===== config.mk =====
export PLATFORM = sky130hd
export DESIGN_NAME = viterbi_acs_pipeline
export DESIGN_NICKNAME = d
export VERILOG_FILES = /design/src/rtl/viterbi_pkg.sv /design/src/rtl/viterbi_acs_stage.sv /design/src/rtl/viterbi_acs_pipeline.sv
export SDC_FILE = /design/constraint.sdc
export NUM_CORES = 1
export LEC_CHECK = 0
export CAP_MARGIN = 20
export CORE_AREA = 5 5 188 190
export CTS_BUF_LIST = sky130_fd_sc_hd__clkbuf_16
export CTS_CLUSTER_SIZE = 24
export DETAILED_ROUTE_END_ITERATION = 16
export DIE_AREA = 0 0 193 195
export GPL_TIMING_DRIVEN = 0
export HOLD_SLACK_MARGIN = 0.03
export PLACE_DENSITY = 0.82
export SLEW_MARGIN = 40
export SYNTH_ARGS = -nofsm -noshare
export SYNTH_HDL_FRONTEND = slang
export SYNTH_SLANG_ARGS = --single-unit

===== constraint.sdc =====
create_clock -name clk -period 23.8 [get_ports clk]
set_input_delay 3.57 -clock clk [delete_from_list [all_inputs] [get_ports clk]]
set_output_delay 3.57 -clock clk [all_outputs]
set_load 0.005 [all_outputs]

===== src/rtl/viterbi_pkg.sv =====
// Shared constants and trellis helpers for the K=3, rate-1/2 (7,5) ACS pipeline.
package viterbi_pkg;

  localparam int NUM_STATES = 4;

  // Encoder output {g0, g1} when input u is applied in state s = {u(t-1), u(t-2)}.
  function automatic logic [1:0] expected_pair(input logic u, input logic [1:0] s);
    return {u ^ s[1] ^ s[0], u ^ s[0]};
  endfunction

  function automatic logic [1:0] hamming2(input logic [1:0] a, input logic [1:0] b);
    logic [1:0] x;
    x = a ^ b;
    return {x[1] & x[0], x[1] ^ x[0]};
  endfunction

  // Add, then clamp to 2^w - 1.
  function automatic logic [31:0] sat_add(input logic [31:0] a, input logic [31:0] b,
                                          input int unsigned w);
    logic [32:0] sum;
    logic [32:0] lim;
    sum = {1'b0, a} + {1'b0, b};
    lim = (33'd1 << w) - 33'd1;
    return (sum > lim) ? lim[31:0] : sum[31:0];
  endfunction

endpackage


===== src/rtl/viterbi_acs_stage.sv =====
// One registered trellis step: branch metrics, add-compare-select, renormalise,
// survivor update and pointer advance, all enabled by the global advance.
module viterbi_acs_stage
  import viterbi_pkg::*;
#(
  parameter int unsigned N_STAGES  = 5,
  parameter int unsigned METRIC_W  = 4,
  parameter int unsigned HIST_W    = 8,
  parameter int unsigned PTR_W     = $clog2(HIST_W),
  parameter int unsigned STAGE_IDX = 0
) (
  input  logic                           clk,
  input  logic                           rst,
  input  logic                           refresh,
  input  logic                           advance,
  input  logic                           in_valid,
  input  logic [2*N_STAGES-1:0]          in_symbols,
  input  logic [NUM_STATES*METRIC_W-1:0] in_pm,
  input  logic [NUM_STATES*HIST_W-1:0]   in_hist,
  input  logic [PTR_W-1:0]               in_wptr,
  output logic                           out_valid,
  output logic [2*N_STAGES-1:0]          out_symbols,
  output logic [NUM_STATES*METRIC_W-1:0] out_pm,
  output logic [NUM_STATES*HIST_W-1:0]   out_hist,
  output logic [PTR_W-1:0]               out_wptr,
  output logic [NUM_STATES*METRIC_W-1:0] next_pm
);

  logic [1:0]                     pair;
  logic [NUM_STATES*METRIC_W-1:0] sel_pm;
  logic [NUM_STATES*HIST_W-1:0]   sel_hist;
  logic [NUM_STATES-1:0]          msb;

  assign pair = in_symbols[2*STAGE_IDX +: 2];

  for (genvar n = 0; n < NUM_STATES; n++) begin : g_state
    // Next state n = {u, n0}; its predecessors are {n0, 0} and {n0, 1}.
    localparam int unsigned P0 = 2 * (n % 2);
    localparam int unsigned P1 = P0 + 1;
    localparam logic        U  = (n >= 2);

    logic [METRIC_W-1:0] c0, c1;
    logic                take_p1;
    logic [HIST_W-1:0]   h;

    assign c0 = METRIC_W'(sat_add(32'(in_pm[P0*METRIC_W +: METRIC_W]),
                                  32'(hamming2(pair, expected_pair(U, 2'(P0)))), METRIC_W));
    assign c1 = METRIC_W'(sat_add(32'(in_pm[P1*METRIC_W +: METRIC_W]),
                                  32'(hamming2(pair, expected_pair(U, 2'(P1)))), METRIC_W));
    assign take_p1 = (c1 < c0);
    assign sel_pm[n*METRIC_W +: METRIC_W] = take_p1 ? c1 : c0;
    assign msb[n] = sel_pm[n*METRIC_W + METRIC_W - 1];

    always_comb begin
      h = take_p1 ? in_hist[P1*HIST_W +: HIST_W] : in_hist[P0*HIST_W +: HIST_W];
      h[in_wptr] = U;
    end

    assign sel_hist[n*HIST_W +: HIST_W] = h;
  end

  // Subtracting the MSB weight is exact only when every metric carries it.
  always_comb begin
    next_pm = sel_pm;
    if (&msb) begin
      for (int n = 0; n < NUM_STATES; n++) begin
        next_pm[n*METRIC_W + METRIC_W - 1] = 1'b0;
      end
    end
  end

  always_ff @(posedge clk or posedge rst) begin
    if (rst) begin
      out_valid   <= 1'b0;
      out_symbols <= '0;
      out_pm      <= '0;
      out_hist    <= '0;
      out_wptr    <= '0;
    end else begin
      if (refresh) begin
        out_valid <= 1'b0;
      end else if (advance) begin
        out_valid <= in_valid;
      end
      if (advance) begin
        out_symbols <= in_symbols;
        out_pm      <= next_pm;
        out_hist    <= sel_hist;
        out_wptr    <= in_wptr + PTR_W'(1);
      end
    end
  end

endmodule


===== src/rtl/viterbi_acs_pipeline.sv =====
// N_STAGES-deep ACS pipeline with global-stall valid/ready flow control and a
// registered best-state output.
module viterbi_acs_pipeline
  import viterbi_pkg::*;
#(
  parameter int unsigned N_STAGES = 5,
  parameter int unsigned METRIC_W = 4,
  parameter int unsigned HIST_W   = 8,
  parameter int unsigned PTR_W    = $clog2(HIST_W)
) (
  input  logic                           clk,
  input  logic                           rst,
  input  logic                           refresh,
  input  logic                           in_valid,
  output logic                           in_ready,
  input  logic [2*N_STAGES-1:0]          in_symbols,
  input  logic [NUM_STATES*METRIC_W-1:0] in_pm,
  input  logic [NUM_STATES*HIST_W-1:0]   in_hist,
  input  logic [PTR_W-1:0]               in_wptr,
  output logic                           out_valid,
  input  logic                           out_ready,
  output logic [NUM_STATES*METRIC_W-1:0] out_pm,
  output logic [NUM_STATES*HIST_W-1:0]   out_hist,
  output logic [PTR_W-1:0]               out_wptr,
  output logic [1:0]                     out_best_state
);

  logic advance;

  logic [N_STAGES:0]              valid_c;
  logic [2*N_STAGES-1:0]          sym_c  [N_STAGES+1];
  logic [NUM_STATES*METRIC_W-1:0] pm_c   [N_STAGES+1];
  logic [NUM_STATES*HIST_W-1:0]   hist_c [N_STAGES+1];
  logic [PTR_W-1:0]               wptr_c [N_STAGES+1];
  logic [NUM_STATES*METRIC_W-1:0] npm_c  [N_STAGES];

  assign advance  = !out_valid || out_ready;
  assign in_ready = advance;

  assign valid_c[0] = in_valid;
  assign sym_c[0]   = in_symbols;
  assign pm_c[0]    = in_pm;
  assign hist_c[0]  = in_hist;
  assign wptr_c[0]  = in_wptr;

  for (genvar k = 0; k < N_STAGES; k++) begin : g_stage
    viterbi_acs_stage #(
      .N_STAGES (N_STAGES),
      .METRIC_W (METRIC_W),
      .HIST_W   (HIST_W),
      .PTR_W    (PTR_W),
      .STAGE_IDX(k)
    ) u_stage (
      .clk        (clk),
      .rst        (rst),
      .refresh    (refresh),
      .advance    (advance),
      .in_valid   (valid_c[k]),
      .in_symbols (sym_c[k]),
      .in_pm      (pm_c[k]),
      .in_hist    (hist_c[k]),
      .in_wptr    (wptr_c[k]),
      .out_valid  (valid_c[k+1]),
      .out_symbols(sym_c[k+1]),
      .out_pm     (pm_c[k+1]),
      .out_hist   (hist_c[k+1]),
      .out_wptr   (wptr_c[k+1]),
      .next_pm    (npm_c[k])
    );

    if (k != N_STAGES - 1) begin : g_unused_npm
      logic unused_npm;
      assign unused_npm = ^npm_c[k];
    end
  end

  logic unused_sym;
  assign unused_sym = ^sym_c[N_STAGES];

  assign out_valid = valid_c[N_STAGES];
  assign out_pm    = pm_c[N_STAGES];
  assign out_hist  = hist_c[N_STAGES];
  assign out_wptr  = wptr_c[N_STAGES];

  // Best state is taken from the last stage's next metrics so it lines up with out_pm.
  logic [1:0]          best_d, best_q;
  logic [METRIC_W-1:0] best_pm;

  always_comb begin
    best_d  = 2'd0;
    best_pm = npm_c[N_STAGES-1][METRIC_W-1:0];
    for (int s = 1; s < NUM_STATES; s++) begin
      if (npm_c[N_STAGES-1][s*METRIC_W +: METRIC_W] < best_pm) begin
        best_pm = npm_c[N_STAGES-1][s*METRIC_W +: METRIC_W];
        best_d  = 2'(s);
      end
    end
  end

  always_ff @(posedge clk or posedge rst) begin
    if (rst) begin
      best_q <= 2'd0;
    end else if (advance) begin
      best_q <= best_d;
    end
  end

  assign out_best_state = best_q;

endmodule


==> results of run 1 <==
per-layer routing:
metal	vias to the layer above	global-route usage	share of wire
li1	8112	-	-
met2	690	0.5018	0.48
met1	8415	0.3840	0.41
met4	0	0.1196	0.043
met5	-	0	0
met3	180	0.04107	0.071
power breakdown:
group | leakage (nW) | internal, W | switching [W] | total [W]
combinational | 6.82 | 0.00102 | 0.00125 | 0.00228
clock | 0.496 | 0.000272 | 0.000204 | 0.000476
sequential | 3.30 | 0.000691 | 0.000174 | 0.000865
metrics by stage:
stage | std cells | setup WS, ns | hold WS, ns
2_1_floorplan | 2264 | 12.45 | 0.4386
3_3_place_gp | 2829 | 9.301 | 0.4503
3_5_place_dp | 2834 | 13.48 | 0.4563
4_1_cts | 2889 | 13.45 | 0.4701
5_1_grt | 2890 | 13.35 | 0.5030
6_report | 2890 | 13.41 | 0.4684
state kept, by name (all words and copies together), names as in the netlist:
register / count
g_stage.u_stage.out_valid: 5
g_stage.u_stage.out_pm: 80
g_stage.u_stage.out_symbols: 20
g_stage.u_stage.out_wptr: 15
out_best_state: 2
g_stage.u_stage.out_hist: 160
how the worst min path moves through the flow:
| stage | endpoint | slack [ns] | startpoint |
|---|---|---|---|
| after floorplan | g_stage[0].u_stage.out_symbols[4]$_DFFE_PP0P_ | 0.44 | g_stage[0].u_stage.out_symbols[4]$_DFFE_PP0P_ |
| after global placement | g_stage[4].u_stage.out_pm[7]$_DFFE_PP0P_ | 0.45 | g_stage[4].u_stage.out_pm[7]$_DFFE_PP0P_ |
| after detailed placement | g_stage[4].u_stage.out_pm[9]$_DFFE_PP0P_ | 0.46 | g_stage[4].u_stage.out_pm[9]$_DFFE_PP0P_ |
| after CTS | g_stage[4].u_stage.out_pm[9]$_DFFE_PP0P_ | 0.47 | g_stage[4].u_stage.out_pm[9]$_DFFE_PP0P_ |
| after global routing | g_stage[4].u_stage.out_hist[2]$_DFFE_PP0P_ | 0.50 | g_stage[4].u_stage.out_hist[2]$_DFFE_PP0P_ |
| final | g_stage[4].u_stage.out_pm[9]$_DFFE_PP0P_ | 0.47 | g_stage[4].u_stage.out_pm[9]$_DFFE_PP0P_ |
cells by family (layout without fill, tap and decap cells):
family                     Yosys count  count (layout)  share of synthesized area
AOI/OAI and AO/OA                  520             520                     0.1508
xor gates and xnor gates            13              13                   0.005791
adders and majority gates          212             212                     0.1471
buffers and inverters              189             367                    0.03926
DFF                                282             282                     0.3589
muxes                              211             211                     0.1096
and+or+nand+nor                    837             837                     0.1885
Yosys cell counts, drive strengths merged (17+ instances only):
cell and instances:
nor2b 51, and2 24, buf 35, ha 180, or2 21, a21o 45
and3 34, o31ai 18, nand3 41, a21oi 186, nand2b 36, a31oi 23
a211oi 18, fa 32, nand2 348, nor4 17, nor2 234, nor3 25
inv 86, mux2i 176, clkbuf 68, dfrtp 282, o21ai 205, mux2 35
cell usage in the layout (no fill, tap or decap), types with 41 or more instances in the layout:
cell type,instances
ha_1,180
inv_1,90
dfrtp_1,282
nor2_1,234
clkdlybuf4s50_1,117
mux2i_1,176
nor2b_1,51
nand2_1,347
a21o_1,45
o21ai_0,168
a21oi_1,181
nand3_1,41
clkbuf_1,66
cell type report:
| class | count | area, sq um | area share |
|---|---|---|---|
| tap | 448 | 560.5 | 0.02490 |
| inverter | 86 | 330.3 | 0.01467 |
| clock buffer | 30 | 750.7 | 0.03335 |
| clock inverter | 25 | 234.0 | 0.01039 |
| sequential | 282 | 7057 | 0.3135 |
| timing repair buffer | 123 | 1296 | 0.05758 |
| buffer | 103 | 451.7 | 0.02006 |
| multi-input combinational | 1793 | 11830 | 0.5256 |
worst max-delay path: stages:
cell,delay [ns]
clkdlybuf4s50_1,0.53
nor2b_1,0.06
clkbuf_1,0.18
inv_1,0.22
clkbuf_1,0.43
clkbuf_1,0.55
clkbuf_1,0.63
clkdlybuf4s50_1,0.63
==> flow_summary.ini, run 1 <==
[outcome]
status = finished clean

[finish]
syn2layout_area_growth_pct = 14.50
fin_util = 0.6765
drive_gt1_frac = 0.05897
final_area_sq_mm = 0.02251
nets = 2697
diodes = 0
nFillCells = 2658

[yosys]
synthTopCellsByArea = dfrtp_1, ha_1, mux2i_1
synth_top_cell_by_area = dfrtp_1
synthArstFlopShare = 1.000
ys_types = 52
syn_nets = 2542
yosysTopAreaCellShare = 0.3589
synth_edf_count = 0
syn_area_sq_mm = 0.01966
synth.avg_cell_area_sq_um = 8.684
syn-instance-count = 2264
ys_ff_latch = 282
ys.warnings.count = 0
ys_seq_area_frac = 0.3589
synthFlopType = dfrtp_1

[timing]
finalSetupViolations = 0
min_period_over_period = 0.4366
finalSetupTns_ns = 0
fin_skew_ns = 0.01904
fmax_mhz = 96.23
hold_viol = 0
slew_headroom = 0.3898
finalCriticalPeriod_ns = 10.39
worst_pin_slew_ns = 0.9152
rsz0062_at_grt = false
maxSlewViolCount = 0

[floorplanning]
die_w_um = 193
placement_rows = 67
start_util = 0.5908
dieArea_sq_mm = 0.03764
core_area_sq_mm = 0.03328
die-height_um = 195
num_io_pins = 121

[routing]
wire_per_inst_um = 19.61
route.detailed.drc = 0
viasPerCell = 6.020
drtAntennaViolNets = 0
routed_wl_mm = 56.68
firstDrtPassIters = 6
drt_iter0_markers = 1380
vias = 17400

[critical_path]
cp_data_arrival_time_ns = 6.82
cp-endpoint = in_ready
cp-start-kind = primary input
cp_max_fo = 10
timing.rr.end = out_best_state[0]$_DFFE_PP0P_
r2r_start = g_stage[3].u_stage.out_symbols[8]$_DFFE_PP0P_
r2r_cells = 33
crit_required_ns = 20.23
endpoint_kind = output pin
critical_path_class = primary input to output pin
crit_start = out_ready
regToRegSetupSlack_ns = 16.66

[global_routing]
grt_pass1_vias = 17430
grt.overflow.total = 0
antenna_found_initial = 0
grt_pass1_wl_mm = 90.13
grt_max_degree = 85
grt.total_usage = 0.2965

[clocking]
clkLatencyLatePin_ns = 0.59
cts.sinks = 282
ctsResizeCount = 0
cts_root_buf = clkbuf_16
cts_buffer_depth = 3
cts_hold_buffers = 0
htree_levels = 1
cts_buffers = 30
post_cts_buffers = 0
path_clk_slew_ns = 0.06
cts_tree = yes

[worst_hold_path]
min_path_type = flop to flop
hold_depth = 2

[placement]
dp_hpwl_mm = 43.35
gp_congestion = 0.9586
place_area_sq_mm = 0.02152
portBuffers = 117

[pwr]
powerDensity_mw_per_mm2 = 160.7
ir_worst_vdd_mv = 0.1525
power_w = 0.003619
p_leak_nw = 10.62

[run]
max_cap_viol_count = 0
No activity file was read; power rests on OpenSTA's default activity.
==> inputs of run 2 (changes only) <==
==> constraint.sdc (replaced) <==
create_clock -name clk -period 9.9 [get_ports clk]
set_input_delay 1.485 -clock clk [delete_from_list [all_inputs] [get_ports clk]]
set_output_delay 1.485 -clock clk [all_outputs]
set_load 0.005 [all_outputs]
==> flow_summary.ini, run 2 (synthesis gave the netlist of run 1 again) <==
[run]
max_cap_viol_count = 0

[worst_hold_path]
min_path_type = flop to flop
worstHoldEndpoint = g_stage[4].u_stage.out_pm[9]$_DFFE_PP0P_
hold_depth = 2
hold_path_startpoint = g_stage[4].u_stage.out_pm[9]$_DFFE_PP0P_

[timing]
slew_headroom = 0.3802
fmax_mhz = 139.8
min_period_over_period = 0.7226
rsz0062_at_grt = false
worst_pin_slew_ns = 0.9297
maxSlewViolCount = 0
fin_skew_ns = 0.01911
finalSetupViolations = 0
setup_slack_ns = 2.746
whs_ns = 0.4687
finalCriticalPeriod_ns = 7.154
hold_viol = 0

[clocking]
cts_buffer_depth = 3
cts_tree = yes
htree_levels = 1
path_clk_slew_ns = 0.06
ctsResizeCount = 0
clkLatencyLatePin_ns = 0.59
cts_buffers = 30
cts_root_buf = clkbuf_16
cts_hold_buffers = 0
cts.sinks = 282
post_cts_buffers = 0

[global_routing]
grt_pass1_vias = 17430
grt_max_degree = 85
grt.overflow.total = 0
grt_pass1_wl_mm = 90.13
antenna_found_initial = 0
met1_usage = 0.3841
grt_busiest_layer = met2
grt.total_usage = 0.2965
use_met2 = 0.5008
use_met3 = 0.04089

[routing]
viasPerCell = 6.011
firstDrtPassIters = 5
drtAntennaViolNets = 0
route.detailed.drc = 0
drt_iter0_markers = 1320
vias = 17380
wire_per_inst_um = 19.62
routed_wl_mm = 56.71

[placement]
dp_hpwl_mm = 43.35
portBuffers = 117
dp.cells = 2834
gp_congestion = 0.9586
place_area_sq_mm = 0.02152
preCtsSetupSlack_ns = 2.901

[floorplanning]
die_w_um = 193
core_area_sq_mm = 0.03328
dieArea_sq_mm = 0.03764
die-height_um = 195
placement_rows = 67
num_io_pins = 121
start_util = 0.5908

[critical_path]
cp_data_arrival_time_ns = 7.60
cp-start-kind = flop
critical_path_class = flop to flop
cp_slowest_cell = dfrtp_1
r2r_start = g_stage[3].u_stage.out_symbols[8]$_DFFE_PP0P_
endpoint_kind = flop
timing.rr.end = out_best_state[0]$_DFFE_PP0P_
r2r_cells = 33
critPathMostFrequentCell = ha_1
crit_required_ns = 10.35
cp_max_fo = 10
max_stage_delay_ns = 0.42
regToRegSetupSlack_ns = 2.75

[pwr]
ir_worst_vdd_mv = 0.3678
power_w = 0.008702
powerDensity_mw_per_mm2 = 386.5
p_leak_nw = 10.62

[finish]
instances_no_fill = 2891
multi_input_area_sq_mm = 0.01183
regArea_sq_mm = 0.007057
syn2layout_area_growth_pct = 14.52
nFillCells = 2658
final_area_sq_mm = 0.02252
reg_top3 = g_stage.u_stage.out_hist: 160 flops, g_stage.u_stage.out_pm: 80 flops, g_stage.u_stage.out_symbols: 20 flops
top_register = g_stage.u_stage.out_hist
drive_gt1_frac = 0.05897
largest_reg_flops = 160
final_common_cell = nand2_1
nets = 2697
final_cell_mix = nand2_1, dfrtp_1, nor2_1

[outcome]
status = finished clean
==> run 2: cell types whose count changed in the layout (fill, tap and decap cells not counted), sizes merged <==
cell / delta
diode: +1
==> run 2: worst max-delay path by stage <==
stage / start / end / depth (start not counted)
2_1_floorplan: rst / g_stage[0].u_stage.out_hist[0]$_DFFE_PP0P_ / 1
3_3_place_gp: rst / g_stage[0].u_stage.out_hist[16]$_DFFE_PP0P_ / 2
3_5_place_dp: g_stage[3].u_stage.out_symbols[8]$_DFFE_PP0P_ / out_best_state[0]$_DFFE_PP0P_ / 33
4_1_cts: g_stage[3].u_stage.out_symbols[8]$_DFFE_PP0P_ / out_best_state[0]$_DFFE_PP0P_ / 33
5_1_grt: g_stage[3].u_stage.out_symbols[8]$_DFFE_PP0P_ / out_best_state[1]$_DFFE_PP0P_ / 32
6_report: g_stage[3].u_stage.out_symbols[8]$_DFFE_PP0P_ / out_best_state[0]$_DFFE_PP0P_ / 33
==> run 2: area by class of cell <==
class | instances | share of cell area
timing repair buffer | 123 | 0.05757
inverter | 86 | 0.01467
multi-input combinational | 1793 | 0.5255
antenna | 1 | 0.0001111
clock inverter | 25 | 0.01039
sequential | 282 | 0.3134
tap | 448 | 0.02490
clock buffer | 30 | 0.03334
buffer | 103 | 0.02006
==> run 2: routing by layer <==
layer  up-vias  part of all wire
met3       175             0.071
met1      8414              0.41
met5         -                 0
met2       682              0.47
met4         0             0.044
li1       8106                 -
==> run 2: worst max-delay path, delay by kind of cell (launching register included) <==
family,cells,cell delay (ns)
AO/OA/AOI/OAI,13,2.46
buffers and inverters,4,0.53
multiplexers,3,1.03
AND/OR/NAND/NOR,6,0.56
adder cells (fa/ha/maj),7,2.02
flip-flops,1,0.42
==> run 2: per-stage QoR <==
step           TNS, ns    util
2_1_floorplan        0       -
3_3_place_gp   -697.75  0.6428
3_5_place_dp         0  0.6465
4_1_cts              0  0.6761
5_1_grt              0  0.6765
6_report             0  0.6765
==> run 2: power breakdown <==
part,total [W],internal [W],switching [W]
combinational,0.00548,0.00246,0.00302
clock,0.00114,0.000653,0.000488
sequential,0.00208,0.00166,0.000419
total,0.00870,0.00478,0.00392
